## src/rtl/ram_req_ctrl_pkg.sv

```systemverilog
// Shared encodings and types for the RAM request front end: access sizes,
// FSM states, and the request fields held while a response is pending.
package ram_req_ctrl_pkg;

   typedef enum logic [1:0] {
      SIZE_B    = 2'b00,
      SIZE_H    = 2'b01,
      SIZE_W    = 2'b10,
      SIZE_RSVD = 2'b11
   } size_e;

   localparam logic [0:0] ST_IDLE = 1'b0;
   localparam logic [0:0] ST_RESP = 1'b1;

   typedef struct packed {
      size_e      size;
      logic       uns;
      logic [1:0] off;
      logic       we;
      logic       err;
   } req_info_t;

   // Halves ignore a[0] and words ignore a[1:0]; bytes keep the full offset.
   function automatic logic [1:0] align_off(input size_e size, input logic [1:0] off);
      logic [1:0] res;
      res = off;
      if (size == SIZE_H) res = {off[1], 1'b0};
      else if (size == SIZE_W) res = 2'b00;
      return res;
   endfunction

endpackage

```

## src/rtl/ram_req_ctrl_if.sv

```systemverilog
// Bundle of the request, response and RAM-side signals; the load/store unit
// side uses the master modport, the controller the slave modport.
interface ram_req_ctrl_if #(parameter int MEM_DEPTH = 256);
   localparam int AW = $clog2(MEM_DEPTH);

   logic          req_valid_i;
   logic          req_ready_o;
   logic [31:0]   req_addr_i;
   logic          req_we_i;
   logic [1:0]    req_size_i;
   logic          req_unsigned_i;
   logic [31:0]   req_wdata_i;
   logic          resp_valid_o;
   logic          resp_ready_i;
   logic [31:0]   resp_rdata_o;
   logic          resp_err_o;
   logic          ram_en_o;
   logic          ram_wen_o;
   logic [AW-1:0] ram_addr_o;
   logic [31:0]   ram_wdata_o;
   logic [3:0]    ram_wstrb_o;
   logic [31:0]   ram_rdata_i;

   modport master (
      output req_valid_i, req_addr_i, req_we_i, req_size_i, req_unsigned_i, req_wdata_i,
      output resp_ready_i, ram_rdata_i,
      input  req_ready_o, resp_valid_o, resp_rdata_o, resp_err_o,
      input  ram_en_o, ram_wen_o, ram_addr_o, ram_wdata_o, ram_wstrb_o
   );

   modport slave (
      input  req_valid_i, req_addr_i, req_we_i, req_size_i, req_unsigned_i, req_wdata_i,
      input  resp_ready_i, ram_rdata_i,
      output req_ready_o, resp_valid_o, resp_rdata_o, resp_err_o,
      output ram_en_o, ram_wen_o, ram_addr_o, ram_wdata_o, ram_wstrb_o
   );
endinterface

```

## src/rtl/ram_req_lane.sv

```systemverilog
// Byte-lane datapath: store strobes and replicated write data on the way in,
// lane select plus sign/zero extension of read data on the way out.
module ram_req_lane
   import ram_req_ctrl_pkg::*;
(
   input  size_e       wr_size_i,
   input  logic [1:0]  wr_off_i,
   input  logic        wr_en_i,
   input  logic [31:0] wdata_i,
   output logic [3:0]  wstrb_o,
   output logic [31:0] wdata_o,
   input  size_e       rd_size_i,
   input  logic [1:0]  rd_off_i,
   input  logic        rd_uns_i,
   input  logic [31:0] rdata_i,
   output logic [31:0] rdata_o
);
   logic [7:0]  rd_byte;
   logic [15:0] rd_half;

   // NOTE: every output gets a default before the case so no latch is inferred.
   always_comb begin
      wstrb_o = 4'b0000;
      wdata_o = wdata_i;
      case (wr_size_i)
         SIZE_B: begin
            wstrb_o = 4'b0001 << wr_off_i;
            wdata_o = {4{wdata_i[7:0]}};
         end
         SIZE_H: begin
            wstrb_o = 4'b0011 << {wr_off_i[1], 1'b0};
            wdata_o = {2{wdata_i[15:0]}};
         end
         SIZE_W:  wstrb_o = 4'b1111;
         default: wstrb_o = 4'b0000;
      endcase
      if (!wr_en_i) wstrb_o = 4'b0000;
   end

   assign rd_byte = rdata_i[{rd_off_i, 3'b000} +: 8];
   assign rd_half = rd_off_i[1] ? rdata_i[31:16] : rdata_i[15:0];

   always_comb begin
      rdata_o = 32'h0;
      case (rd_size_i)
         SIZE_B:  rdata_o = {{24{~rd_uns_i & rd_byte[7]}}, rd_byte};
         SIZE_H:  rdata_o = {{16{~rd_uns_i & rd_half[15]}}, rd_half};
         SIZE_W:  rdata_o = rdata_i;
         default: rdata_o = 32'h0;
      endcase
   end
endmodule

```

## src/rtl/ram_req_ctrl.sv

```systemverilog
// Single-outstanding request/response controller in front of the word RAM.
// Define RAM_REQ_CTRL_MISALIGN_CHECK_EN to flag misaligned halves/words as errors.
module ram_req_ctrl
   import ram_req_ctrl_pkg::*;
#(
   parameter int MEM_DEPTH = 256
) (
   input  logic           clk_i,
   input  logic           rst_ni,
   ram_req_ctrl_if.slave  bus
);
   localparam int AW = $clog2(MEM_DEPTH);

   logic [0:0]  state_q, state_d;
   req_info_t   info_q, info_d;
   size_e       req_size;
   logic [1:0]  req_off;
   logic        addr_err, size_err, mis_err, req_err;
   logic        req_hs, resp_hs, resp_valid;
   logic [31:0] lane_rdata;

   assign req_size = size_e'(bus.req_size_i);
   assign req_off  = align_off(req_size, bus.req_addr_i[1:0]);
   assign addr_err = |bus.req_addr_i[31:AW+2];
   assign size_err = (req_size == SIZE_RSVD);
`ifdef RAM_REQ_CTRL_MISALIGN_CHECK_EN
   assign mis_err  = ((req_size == SIZE_H) && bus.req_addr_i[0]) ||
                     ((req_size == SIZE_W) && (bus.req_addr_i[1:0] != 2'b00));
`else
   assign mis_err  = 1'b0;
`endif
   assign req_err  = addr_err | size_err | mis_err;

   // Ready is gated by reset because the state register alone reads IDLE then.
   assign bus.req_ready_o = rst_ni & (state_q == ST_IDLE);
   assign resp_valid      = state_q == ST_RESP;
   assign req_hs          = bus.req_valid_i & bus.req_ready_o;
   assign resp_hs         = resp_valid & bus.resp_ready_i;

   assign bus.ram_en_o   = req_hs & ~req_err;
   assign bus.ram_wen_o  = req_hs & bus.req_we_i;
   assign bus.ram_addr_o = bus.req_addr_i[AW+1:2];

   ram_req_lane u_lane (
      .wr_size_i (req_size),
      .wr_off_i  (req_off),
      .wr_en_i   (bus.ram_wen_o),
      .wdata_i   (bus.req_wdata_i),
      .wstrb_o   (bus.ram_wstrb_o),
      .wdata_o   (bus.ram_wdata_o),
      .rd_size_i (info_q.size),
      .rd_off_i  (info_q.off),
      .rd_uns_i  (info_q.uns),
      .rdata_i   (bus.ram_rdata_i),
      .rdata_o   (lane_rdata)
   );

   always_comb begin
      state_d = state_q;
      info_d  = info_q;
      case (state_q)
         ST_IDLE: if (req_hs) begin
            state_d     = ST_RESP;
            info_d.size = req_size;
            info_d.uns  = bus.req_unsigned_i;
            info_d.off  = req_off;
            info_d.we   = bus.req_we_i;
            info_d.err  = req_err;
         end
         default: if (resp_hs) state_d = ST_IDLE;
      endcase
   end

   // NOTE: state is updated with non-blocking assignments and cleared by the
   // async reset so a pending response is dropped the moment rst_ni falls.
   always_ff @(posedge clk_i or negedge rst_ni) begin
      if (!rst_ni) begin
         state_q <= ST_IDLE;
         info_q  <= '{size: SIZE_B, uns: 1'b0, off: 2'b00, we: 1'b0, err: 1'b0};
      end else begin
         state_q <= state_d;
         info_q  <= info_d;
      end
   end

   assign bus.resp_valid_o = resp_valid;
   assign bus.resp_err_o   = resp_valid & info_q.err;
   assign bus.resp_rdata_o = (resp_valid && !info_q.we && !info_q.err) ? lane_rdata : 32'h0;
endmodule

```

## src/flat_wrapper.sv

```systemverilog
// flat-port wrapper written by rule: the top's interface ports become plain ports
module ram_req_ctrl_flat import ram_req_ctrl_pkg::*;
#(
   parameter int MEM_DEPTH = 256
)
  (clk_i, rst_ni, bus_req_valid_i, bus_req_addr_i, bus_req_we_i, bus_req_size_i, bus_req_unsigned_i, bus_req_wdata_i, bus_resp_ready_i, bus_ram_rdata_i, bus_req_ready_o, bus_resp_valid_o, bus_resp_rdata_o, bus_resp_err_o, bus_ram_en_o, bus_ram_wen_o, bus_ram_addr_o, bus_ram_wdata_o, bus_ram_wstrb_o);
  ram_req_ctrl_if #(.MEM_DEPTH(MEM_DEPTH)) bus_i ();
  input  logic clk_i;
  input  logic rst_ni;
  input wire logic [$bits(bus_i.req_valid_i)-1:0] bus_req_valid_i;
  input wire logic [$bits(bus_i.req_addr_i)-1:0] bus_req_addr_i;
  input wire logic [$bits(bus_i.req_we_i)-1:0] bus_req_we_i;
  input wire logic [$bits(bus_i.req_size_i)-1:0] bus_req_size_i;
  input wire logic [$bits(bus_i.req_unsigned_i)-1:0] bus_req_unsigned_i;
  input wire logic [$bits(bus_i.req_wdata_i)-1:0] bus_req_wdata_i;
  input wire logic [$bits(bus_i.resp_ready_i)-1:0] bus_resp_ready_i;
  input wire logic [$bits(bus_i.ram_rdata_i)-1:0] bus_ram_rdata_i;
  output wire logic [$bits(bus_i.req_ready_o)-1:0] bus_req_ready_o;
  output wire logic [$bits(bus_i.resp_valid_o)-1:0] bus_resp_valid_o;
  output wire logic [$bits(bus_i.resp_rdata_o)-1:0] bus_resp_rdata_o;
  output wire logic [$bits(bus_i.resp_err_o)-1:0] bus_resp_err_o;
  output wire logic [$bits(bus_i.ram_en_o)-1:0] bus_ram_en_o;
  output wire logic [$bits(bus_i.ram_wen_o)-1:0] bus_ram_wen_o;
  output wire logic [$bits(bus_i.ram_addr_o)-1:0] bus_ram_addr_o;
  output wire logic [$bits(bus_i.ram_wdata_o)-1:0] bus_ram_wdata_o;
  output wire logic [$bits(bus_i.ram_wstrb_o)-1:0] bus_ram_wstrb_o;
  assign bus_i.req_valid_i = bus_req_valid_i;
  assign bus_i.req_addr_i = bus_req_addr_i;
  assign bus_i.req_we_i = bus_req_we_i;
  assign bus_i.req_size_i = bus_req_size_i;
  assign bus_i.req_unsigned_i = bus_req_unsigned_i;
  assign bus_i.req_wdata_i = bus_req_wdata_i;
  assign bus_i.resp_ready_i = bus_resp_ready_i;
  assign bus_i.ram_rdata_i = bus_ram_rdata_i;
  assign bus_req_ready_o = bus_i.req_ready_o;
  assign bus_resp_valid_o = bus_i.resp_valid_o;
  assign bus_resp_rdata_o = bus_i.resp_rdata_o;
  assign bus_resp_err_o = bus_i.resp_err_o;
  assign bus_ram_en_o = bus_i.ram_en_o;
  assign bus_ram_wen_o = bus_i.ram_wen_o;
  assign bus_ram_addr_o = bus_i.ram_addr_o;
  assign bus_ram_wdata_o = bus_i.ram_wdata_o;
  assign bus_ram_wstrb_o = bus_i.ram_wstrb_o;
  ram_req_ctrl #(.MEM_DEPTH(MEM_DEPTH)) u_core (.clk_i(clk_i), .rst_ni(rst_ni), .bus(bus_i));
endmodule
```

## config.mk

```make
export PLATFORM = sky130hd
export DESIGN_NAME = ram_req_ctrl_flat
export DESIGN_NICKNAME = d
export VERILOG_FILES = /design/src/rtl/ram_req_ctrl_pkg.sv /design/src/rtl/ram_req_ctrl_if.sv /design/src/rtl/ram_req_lane.sv /design/src/rtl/ram_req_ctrl.sv /design/src/flat_wrapper.sv
export SDC_FILE = /design/constraint.sdc
export NUM_CORES = 1
export LEC_CHECK = 0
export CORE_ASPECT_RATIO = 1.4
export CORE_MARGIN = 2
export CORE_UTILIZATION = 29
export CTS_CLUSTER_SIZE = 14
export DETAILED_ROUTE_END_ITERATION = 7
export PLACE_DENSITY = 0.89
export SLEW_MARGIN = 5
export SYNTH_ARGS = -nofsm -noshare
export SYNTH_HDL_FRONTEND = slang
export SYNTH_SLANG_ARGS = --single-unit
export TNS_END_PERCENT = 30
```

## constraint.sdc

```tcl
create_clock -name clk_i -period 2.25 [get_ports clk_i]
set_clock_uncertainty 0.05 [all_clocks]
set_input_delay 0.5625 -clock clk_i [delete_from_list [all_inputs] [get_ports clk_i]]
set_output_delay 0.5625 -clock clk_i [all_outputs]
set_load 0.02 [all_outputs]
```

==> qor.csv, run 1 <==
stage;metric;value;unit
power;clkPwrFrac;11.1;%
detailed_routing;postRouteWirelength;8860;µm
timing;period_share;111;%
global_route;grt_pass1_vias;2505;
synthesis;syn-instance-count;222;
setup_path;cp-start-kind;flip-flop;
run;maxCapViolCount;0;
cells_and_area;drive_above_1_share;51.5;%
die;design.core.area;5570;µm²
detailed_routing;ant_nets;0;
power;seqPwrFrac;13.0;%
setup_path;crit_type;flip-flop to output pin;
cts;cts_made_buffers;3;
cts;cts_hold_buf;0;
setup_path;cp_max_fo;7;
cts;cts.path.max_buffers;2;
global_route;grt_usage;25.1;%
global_route;grt_pass1_wl;12200;µm
cts;cts_max_level;1;
power;ir_drop;0.000202;V
place;gp_congestion;0.764;
detailed_routing;avgRoutedWirePerCell;17.9;µm
detailed_routing;via_count;2578;
synthesis;async_flop_share;100;%
place;port-buffer-count;168;
die;initial_core_util;30.1;%
power;p_comb_share;75.9;%
power;p_int;886;µW
detailed_routing;drt_iter0_drc;101;
power;p_sw_share;40.5;%
place;dp_cells;481;
die;row_count;32;
cts;clk_latency;220;ps
die;die_w;68.3;µm
die;die-area;6420;µm²
timing;setup_viol;34;
cts;clkTransAtPathRegs;40;ps
synthesis;synth-edff-count;0;
synthesis;yosysWarnings;0;
detailed_routing;drtPass1Iterations;4;
power;switchingPower;604;µW
die;die_y;94;µm
die;ios;185;
global_route;grt_max_degree;25;
timing;hold_viol;0;
hold_path;min_path_type;input port to async pin;
synthesis;synth.avg_cell_area;7.56;µm²
global_route;antenna_found_initial;1;
cts;cts_tree;yes;
cts;clkSinkCount;8;
global_route;overflow;0;
timing;relSlewSlack;69.4;%
synthesis;synthesis.area;1680;µm²
place;dp_hpwl;7030;µm
synthesis;ys_ff_latch;8;
cells_and_area;n_antenna_cell;0;
timing;post-route-min-period;2490;ps
synthesis;ys.flop_type;dfrtp_1;
power;power_density;374;nW/µm²
cells_and_area;nNetsFinal;533;
synthesis;synth_cell_types;39;
outcome;violations;negative setup slack;
outcome;outcome;finished with violations;
detailed_routing;drc;0;
power;power_leakage;0.00173;µW
cells_and_area;fin_cells;495;
setup_path;worstPathRequired;1640;ps
cells_and_area;area_delta_synth_final;138;%
cts;root_buffer;clkbuf_8;
setup_path;crit_arrival;1880;ps
timing;worst_pin_slew;459;ps
setup_path;cp-end-kind;output pin;
synthesis;synth_seq_area_share;11.9;%
setup_path;r2r_slack;780;ps
timing;hold_ws;326;ps
timing;fmax;0.401;GHz
timing;worst_slack;-242;ps
timing;rsz0062_at_grt;yes;
detailed_routing;via_per_inst;5.21;
synthesis;syn_nets;326;
timing;drv_slew;0;
logic make-up (layout without fill, tap and decap cells):
family	Yosys count	count (layout)	share of synthesized area (%)
compound gates	73	73	31.5
simple gates	71	71	20.7
buf+inv	37	242	14.4
mux	33	33	21.5
flops	8	8	11.9
final timing paths:
check / startpoint / end / depth (start not counted)
worst max-delay path: u_core.info_q[3]$_DFFE_PN0P_ / bus_resp_rdata_o[28] / 7
worst min-delay path: rst_ni / u_core.bus.resp_valid_o$_DFF_PN0_ / 2
worst max register to register: u_core.bus.resp_valid_o$_DFF_PN0_ / u_core.info_q[2]$_DFFE_PN0P_ / 6
worst min register to register: u_core.info_q[4]$_DFFE_PN0P_ / u_core.info_q[4]$_DFFE_PN0P_ / 2
max in group asynchronous: rst_ni / u_core.info_q[3]$_DFFE_PN0P_ / 2
min in group clk_i: u_core.info_q[4]$_DFFE_PN0P_ / u_core.info_q[4]$_DFFE_PN0P_ / 2
power groups by stage:
stage | combinational [µW] | clock (µW) | sequential [µW]
after floorplan | 479 | 0 | 192
after global placement | 925 | 0 | 192
after detailed placement | 938 | 0 | 193
after CTS | 1090 | 170 | 192
after global routing | 1190 | 176 | 198
final | 1130 | 165 | 194
layout by cell type (no fill, tap or decap), types with 5 or more instances in the layout:
| cell | Yosys | final |
|---|---|---|
| a21oi_2 | 16 | 23 |
| a21oi_4 | 0 | 7 |
| a22oi_1 | 12 | 10 |
| buf_12 | 0 | 5 |
| buf_2 | 4 | 22 |
| buf_4 | 17 | 73 |
| buf_6 | 3 | 27 |
| clkdlybuf4s50_1 | 0 | 82 |
| dfrtp_1 | 8 | 6 |
| dlygate4sd2_1 | 0 | 12 |
| dlymetal6s2s_1 | 0 | 7 |
| mux2_2 | 24 | 19 |
| mux2_4 | 0 | 5 |
| mux2i_1 | 9 | 8 |
| nand2_1 | 34 | 34 |
| nor2_1 | 11 | 5 |
| nor2_2 | 1 | 5 |
| o21ai_0 | 13 | 13 |
through the flow:
stage	TNS, ps	utilization, %	total power [µW]	area, µm²	setup WS [ps]
final	-6010	71.6	1490	3990	-242
after global routing	-7690	71.6	1560	3990	-271
after CTS	-6500	69.3	1450	3860	-311
after detailed placement	-50690	65.9	1130	3670	-1190
after global placement	-47990	65.9	1120	3670	-1080
after floorplan	-521	-	671	1690	-24.9
state kept, by name (all words and copies together), names as in the netlist:
| register | count |
|---|---|
| u_core.info_q | 7 |
| u_core.bus.resp_valid_o | 1 |
final cells by class:
class / count / area [µm²]
timing repair buffer: 235 / 2140
fill: 417 / 1580
multi-input combinational: 177 / 1500
sequential: 8 / 203
tap: 68 / 85.1
clock buffer: 3 / 41.3
inverter: 4 / 15.0
metal layers:
layer / routed length (µm) / track usage, % / vias up / share of wire (%)
li1: - / - / 1213 / -
met1: 3020 / 24.9 / 1174 / 34
met2: 4490 / 46.5 / 169 / 51
met3: 1170 / 10.9 / 20 / 13
met4: 171 / 5.67 / 2 / 1.9
met5: 13 / 0 / - / 0.15
worst max-delay path: stages (launching register included):
cell and delay [ps]:
dfrtp_2 410, buf_12 130, buf_6 100, mux2_4 330, a31oi_4 290, buf_12 180, a21oi_2 60, buf_4 150
synth_stat cells (5+ instances only):
master | count | area, µm²
nor4_1 | 5 | 31.3
mux2i_1 | 9 | 90.1
mux2_2 | 24 | 270
o21ai_0 | 13 | 65.1
nand2_1 | 34 | 128
buf_4 | 17 | 128
nor2b_1 | 5 | 31.3
a21oi_2 | 16 | 140
a21oi_1 | 16 | 80.1
nor2_1 | 11 | 41.3
clkbuf_1 | 8 | 30.0
a22oi_1 | 12 | 90.1
dfrtp_1 | 8 | 200
timing repair:
action                                  CTS  global route
cloned                                    1             0
pin swaps                                 9             9
endpoints found under the setup margin   71            57
resized for setup                       333            64
setup buffers                             8             3
(Power assumes the default switching activity.)
==> run 2: changes to the inputs <==
Settings changed: GPL_ROUTABILITY_DRIVEN set to 0.
==> results of run 2 <==
Final layout, timing and power as in run 1 (identical DEF).
